File: src/rtl/ldl_cdc_hand_rx_v1.sv
// Receive side of a 2-phase (toggle) req/ack CDC handshake: synchronizes req_tgl,
// waits SETTLE cycles, captures din, presents it as a valid/ready word, acks on accept.
// Latency LEVEL+1+SETTLE rx_clk edges from req_tgl sampling to dout_vld; holds word while dout_rdy=0.
//
// Ports:
//   rx_clk   - sole clock (rising edge)
//   rx_rst   - asynchronous active-low reset
//   req_tgl  - 2-phase request from the foreign domain (asynchronous)
//   din      - foreign data, stable from req toggle until the matching ack toggle
//   ack_tgl  - registered 2-phase acknowledge back to the foreign domain
//   dout     - captured data (registered), dout_vld / dout_rdy handshake
//   err      - sticky protocol error (only with LDL_CDC_HAND_RX_ERR_EN defined)
//   err_clr  - clears err (only with LDL_CDC_HAND_RX_ERR_EN defined)
// Optional feature macro: LDL_CDC_HAND_RX_ERR_EN
module ldl_cdc_hand_rx_v1 #(
    parameter int DW     = 8,
    parameter int LEVEL  = 2,
    parameter int SETTLE = 1
) (
    input  logic          rx_clk,
    input  logic          rx_rst,
    input  logic          req_tgl,
    input  logic [DW-1:0] din,
    output logic          ack_tgl,
    output logic [DW-1:0] dout,
    output logic          dout_vld,
    input  logic          dout_rdy
`ifdef LDL_CDC_HAND_RX_ERR_EN
    ,
    output logic          err,
    input  logic          err_clr
`endif
);

    typedef enum logic [1:0] {
        S_IDLE   = 2'd0,
        S_SETTLE = 2'd1,
        S_HOLD   = 2'd2
    } state_t;

    localparam logic [7:0] SETTLE_LD = (SETTLE > 0) ? 8'(SETTLE - 1) : 8'd0;

    logic [LEVEL-1:0] r_sync;
    logic             r_req_seen;
    state_t           r_state;
    logic [7:0]       r_cnt;
    logic [DW-1:0]    r_dout;
    logic             r_dout_vld;
    logic             r_ack;

    state_t           w_state_nxt;
    logic [7:0]       w_cnt_nxt;
    logic             w_seen_nxt;
    logic [DW-1:0]    w_dout_nxt;
    logic             w_vld_nxt;
    logic             w_ack_nxt;

    logic             w_req_s;
    logic             w_edge;

    assign w_req_s = r_sync[LEVEL-1];
    assign w_edge  = w_req_s ^ r_req_seen;

    // State and datapath registers
    always_ff @(posedge rx_clk or negedge rx_rst) begin
        if (!rx_rst) begin
            r_sync     <= '0;
            r_req_seen <= 1'b0;
            r_state    <= S_IDLE;
            r_cnt      <= 8'd0;
            r_dout     <= '0;
            r_dout_vld <= 1'b0;
            r_ack      <= 1'b0;
        end else begin
            r_sync     <= {r_sync[LEVEL-2:0], req_tgl};
            r_req_seen <= w_seen_nxt;
            r_state    <= w_state_nxt;
            r_cnt      <= w_cnt_nxt;
            r_dout     <= w_dout_nxt;
            r_dout_vld <= w_vld_nxt;
            r_ack      <= w_ack_nxt;
        end
    end

    // Next-state logic. Outside IDLE, req_seen tracks req_s so that a toggle
    // arriving mid-transfer is absorbed rather than replayed as a phantom word
    // once the FSM returns to IDLE: one captured word always maps to one ack.
    always_comb begin
        w_state_nxt = r_state;
        w_cnt_nxt   = r_cnt;
        w_seen_nxt  = r_req_seen;
        w_dout_nxt  = r_dout;
        w_vld_nxt   = r_dout_vld;
        w_ack_nxt   = r_ack;
        case (r_state)
            S_IDLE: begin
                if (w_edge) begin
                    w_seen_nxt = w_req_s;
                    if (SETTLE == 0) begin
                        w_dout_nxt  = din;
                        w_vld_nxt   = 1'b1;
                        w_state_nxt = S_HOLD;
                    end else begin
                        w_cnt_nxt   = SETTLE_LD;
                        w_state_nxt = S_SETTLE;
                    end
                end
            end
            S_SETTLE: begin
                w_seen_nxt = w_req_s;
                if (r_cnt == 8'd0) begin
                    w_dout_nxt  = din;
                    w_vld_nxt   = 1'b1;
                    w_state_nxt = S_HOLD;
                end else begin
                    w_cnt_nxt = r_cnt - 8'd1;
                end
            end
            S_HOLD: begin
                w_seen_nxt = w_req_s;
                if (dout_rdy) begin
                    w_vld_nxt   = 1'b0;
                    w_ack_nxt   = ~r_ack;
                    w_state_nxt = S_IDLE;
                end
            end
            default: begin
                w_state_nxt = S_IDLE;
            end
        endcase
    end

`ifdef LDL_CDC_HAND_RX_ERR_EN
    logic r_err;

    // A toggle while busy is a foreign-side protocol violation; set beats clear.
    always_ff @(posedge rx_clk or negedge rx_rst) begin
        if (!rx_rst) begin
            r_err <= 1'b0;
        end else if ((r_state != S_IDLE) && w_edge) begin
            r_err <= 1'b1;
        end else if (err_clr) begin
            r_err <= 1'b0;
        end
    end

    assign err = r_err;
`endif

    assign ack_tgl  = r_ack;
    assign dout     = r_dout;
    assign dout_vld = r_dout_vld;

endmodule

File: config.mk
export PLATFORM = sky130hd
export DESIGN_NAME = ldl_cdc_hand_rx_v1
export DESIGN_NICKNAME = d
export VERILOG_FILES = /design/src/rtl/ldl_cdc_hand_rx_v1.sv
export SDC_FILE = /design/constraint.sdc
export NUM_CORES = 1
export LEC_CHECK = 0
export ABC_CLOCK_PERIOD_IN_PS = 1600
export CAP_MARGIN = 20
export CELL_PAD_IN_SITES_DETAIL_PLACEMENT = 1
export CELL_PAD_IN_SITES_GLOBAL_PLACEMENT = 1
export CORE_ASPECT_RATIO = 1.5
export CORE_MARGIN = 2
export CORE_UTILIZATION = 35
export CTS_CLUSTER_DIAMETER = 150
export CTS_CLUSTER_SIZE = 16
export DETAILED_ROUTE_END_ITERATION = 7
export PLACE_DENSITY = 0.71
export RECOVER_POWER = 25
export SYNTH_ARGS = -nofsm -noshare
export SYNTH_HDL_FRONTEND = slang
export SYNTH_SLANG_ARGS = --single-unit
File: constraint.sdc
create_clock -name rx_clk -period 1.6 [get_ports rx_clk]
set_input_delay 0.24 -clock rx_clk [delete_from_list [all_inputs] [get_ports rx_clk]]
set_output_delay 0.24 -clock rx_clk [all_outputs]
set_load 0.01 [all_outputs]
==> flow_metrics.py <==
metrics = {
    "status": {
        "outcome": "complete, but fails checks",
        "violations": "setup timing",
    },
    "drt": {
        "m1WireLength_um": 1191,
        "wire_per_inst_um": 17.51,
        "wl_met3_um": 101,
        "vias": 955,
        "first_iter_violations": 6,
        "drc_errors": 0,
        "viasPerCell": 5.134,
        "antenna_left": 0,
        "first_pass_iters": 4,
        "met2_length_um": 1887,
        "routed_wl_um": 3256,
        "top_layer": "met4",
    },
    "critical_path": {
        "cp.required_ns": 1.79,
        "critical-path-top-delay-family": "simple AND/OR/NAND/NOR gates",
        "path_common_cell": "or3_4",
        "critical_path_class": "flip-flop to flip-flop",
        "critPathArrivalTime_ns": 1.95,
        "cp_max_fo": 5,
        "crit_buf_inv": 0,
        "crit_start": "r_cnt[2]$_DFFE_PN0P_",
        "end_kind": "flip-flop",
        "critPathSlowestCell": "dfrtp_1",
        "slowest_delay_ns": 0.45,
        "cp-start-kind": "flip-flop",
        "crit_chain": "or3_4 > or3_4 > or4_1 > a21boi_1",
        "rr_startpoint": "r_cnt[2]$_DFFE_PN0P_",
    },
    "cells_and_area": {
        "seq_area_um2": 575.6,
        "fin_util_pct": 58.93,
        "multiInputGateArea_um2": 589.3,
        "fillers": 319,
        "area_delta_synth_final_pct": 59.13,
        "drive_gt1_share_pct": 39.46,
        "final_cells": 186,
        "nets": 162,
        "n_antenna_cell": 0,
    },
    "timing": {
        "slew_headroom_pct": 57.28,
        "setup_tns_ns": -1.554,
        "final.period_utilization_pct": 109.8,
        "worstMarginPinSlew_ns": 0.6366,
        "timing.fmax_mhz": 569.1,
        "period_minus_slack_ns": 1.757,
        "skew_ns": 0.004285,
        "rsz0062_at_grt": "true",
        "slew_violations": 0,
        "fin_ws_ns": -0.1573,
        "hold_viol": 0,
        "setup_viol": 18,
    },
    "synth": {
        "yosysSeqAreaShare_pct": 52.81,
        "synth_area_leader_cell": "dfrtp_1",
        "yosysTopAreaCellShare_pct": 52.81,
        "synth_commonest_cells": "dfrtp_1, mux2_1, nand2_1, nor2_1, inv_1",
        "netlist-cell-type-count": 36,
        "synth-async-reset-ratio_pct": 100.0,
        "postSynthCellCount": 92,
        "syn_area_per_cell_um2": 11.85,
        "synth_seq_cells": 23,
        "synthFlopType": "dfrtp_1",
        "synth_edf_count": 0,
        "post-synth-top-count-cell": "dfrtp_1",
        "synth_area_leaders": "dfrtp_1, mux2_1, mux2i_1, ha_1, nor4b_4",
        "yosys_warnings": 0,
        "synth_nets": 106,
        "synth_area_mm2": 0.001090,
    },
    "floorplanning": {
        "fp-row-count": 24,
        "ios": 22,
        "dieArea_mm2": 0.003585,
        "coreArea_mm2": 0.002943,
        "die_width_um": 49.56,
        "start_util_pct": 37.03,
        "die_height_um": 72.34,
    },
    "power_and_ir_drop": {
        "p_sw_share_pct": 35.96,
        "internal-power_mw": 2.190,
        "p_comb_share_pct": 58.9,
        "leakagePower_nw": 0.7597,
        "p_per_area_mw_per_mm2": 1972,
        "switchingPower_mw": 1.230,
        "power.total_mw": 3.420,
        "p_clk_share_pct": 10.8,
        "ir_drop_mv": 1.032,
        "pwr-share-seq_pct": 30.3,
    },
    "global_route": {
        "antenna_found_initial": 0,
        "grt_max_degree": 24,
        "grt_pass1_vias": 1146,
        "grt_usage_pct": 19.92,
        "grt.overflow.total": 0,
        "grt_pass1_wl_um": 5299,
    },
    "clock_network": {
        "clk_pin_slew_ns": 0.08,
        "h-tree-depth": 1,
        "cts_tree": "built",
        "cts_buffers": 3,
        "clockRootBuffer": "clkbuf_8",
        "cts.path.max_buffers": 2,
        "worstSkewPairLatency_ns": 0.27,
        "cts.sinks": 23,
    },
    "placed_design": {
        "dp_slack_ns": -0.1373,
        "placed_cells": 176,
        "io_buffers": 21,
        "finalWeightedCongestion": 0.7694,
        "place_hpwl_um": 2192,
    },
    "hold_path": {
        "min_from": "r_sync[0]$_DFF_PN0_",
        "hold_class": "flip-flop to flip-flop",
    },
    "flow_run": {
        "maxCapViolations": 0,
    },
}
[what timing repair did]
action                     in CTS  in global routing
setup buffers                   5                  1
resized for setup               4                  6
cloned                          0                  0
setup endpoints to repair      17                 19
pin swaps                       9                  7
hold buffers                    0                  0
[registers in the layout, summed over array words and instances, names as in the netlist]
signal      flops
r_cnt           8
r_state         2
ack_tgl         1
dout_vld        1
r_req_seen      1
dout            8
r_sync          2
[worst reg2reg max path: stages (launching register included)]
cell,delay (ns)
dfrtp_1,0.45
or3_4,0.35
or3_4,0.34
or4_1,0.41
a21boi_1,0.13
[power groups by stage]
| stage | sequential (mW) | combinational [mW] | clock, mW |
|---|---|---|---|
| final | 1.03 | 2.02 | 0.370 |
| after global routing | 1.07 | 2.17 | 0.404 |
| after CTS | 1.02 | 1.89 | 0.382 |
| after detailed placement | 1.03 | 1.73 | 0 |
| after global placement | 1.02 | 1.68 | 0 |
| after floorplan | 1.07 | 0.823 | 0 |
[area by class of cell]
type	instances	area share, %
inverters	4	0.8658
multi-input cells	63	33.98
flip-flops and latches	23	33.19
repair buffers	53	26.55
well taps	39	2.814
clock buffers	4	2.597
[metal layers]
metal	track usage (%)	vias up
met1	19.39	475
met5	0	-
met3	2.881	7
met4	8.642	0
met2	40.15	26
li1	-	447
[layout by cell type, fill, tap and decap left out, types with 3 or more instances in the layout]
cell type	synthesis	layout
buf_4	0	30
dfrtp_1	23	23
clkdlybuf4s50_1	0	19
mux2_4	0	8
nor2_1	5	5
nand2_1	6	5
mux2i_1	3	3
clkbuf_8	0	3
[through the flow]
step / area [um^2] / hold WS [ns]
global route: 1734 / 0.3731
detailed placement: 1594 / 0.3464
global placement: 1594 / 0.3366
CTS: 1695 / 0.3424
finish: 1734 / 0.3650
floorplan: 1142 / -0.05559
[worst paths after layout]
path                                        end  slack [ns]  depth (start not counted)
setup / recovery           r_cnt[5]$_DFFE_PN0P_       -0.16                          4
hold / removal              r_sync[1]$_DFF_PN0_        0.37                          0
setup reg to reg           r_cnt[5]$_DFFE_PN0P_       -0.16                          4
hold reg to reg             r_sync[1]$_DFF_PN0_        0.37                          0
max in group asynchronous  r_cnt[5]$_DFFE_PN0P_        0.70                          2
min in group asynchronous   dout[0]$_DFFE_PN0P_        0.51                          2
[kinds of logic after synthesis]
| group | share of synthesized area [%] |
|---|---|
| AND/OR/NAND/NOR | 18.03 |
| flip-flops | 52.81 |
| AO/OA/AOI/OAI | 10.45 |
| multiplexers | 12.06 |
| buffers and inverters | 2.755 |
| XOR/XNOR | 1.608 |
| adder cells (fa/ha/maj) | 2.296 |
Power figures use the tool's default switching activity.
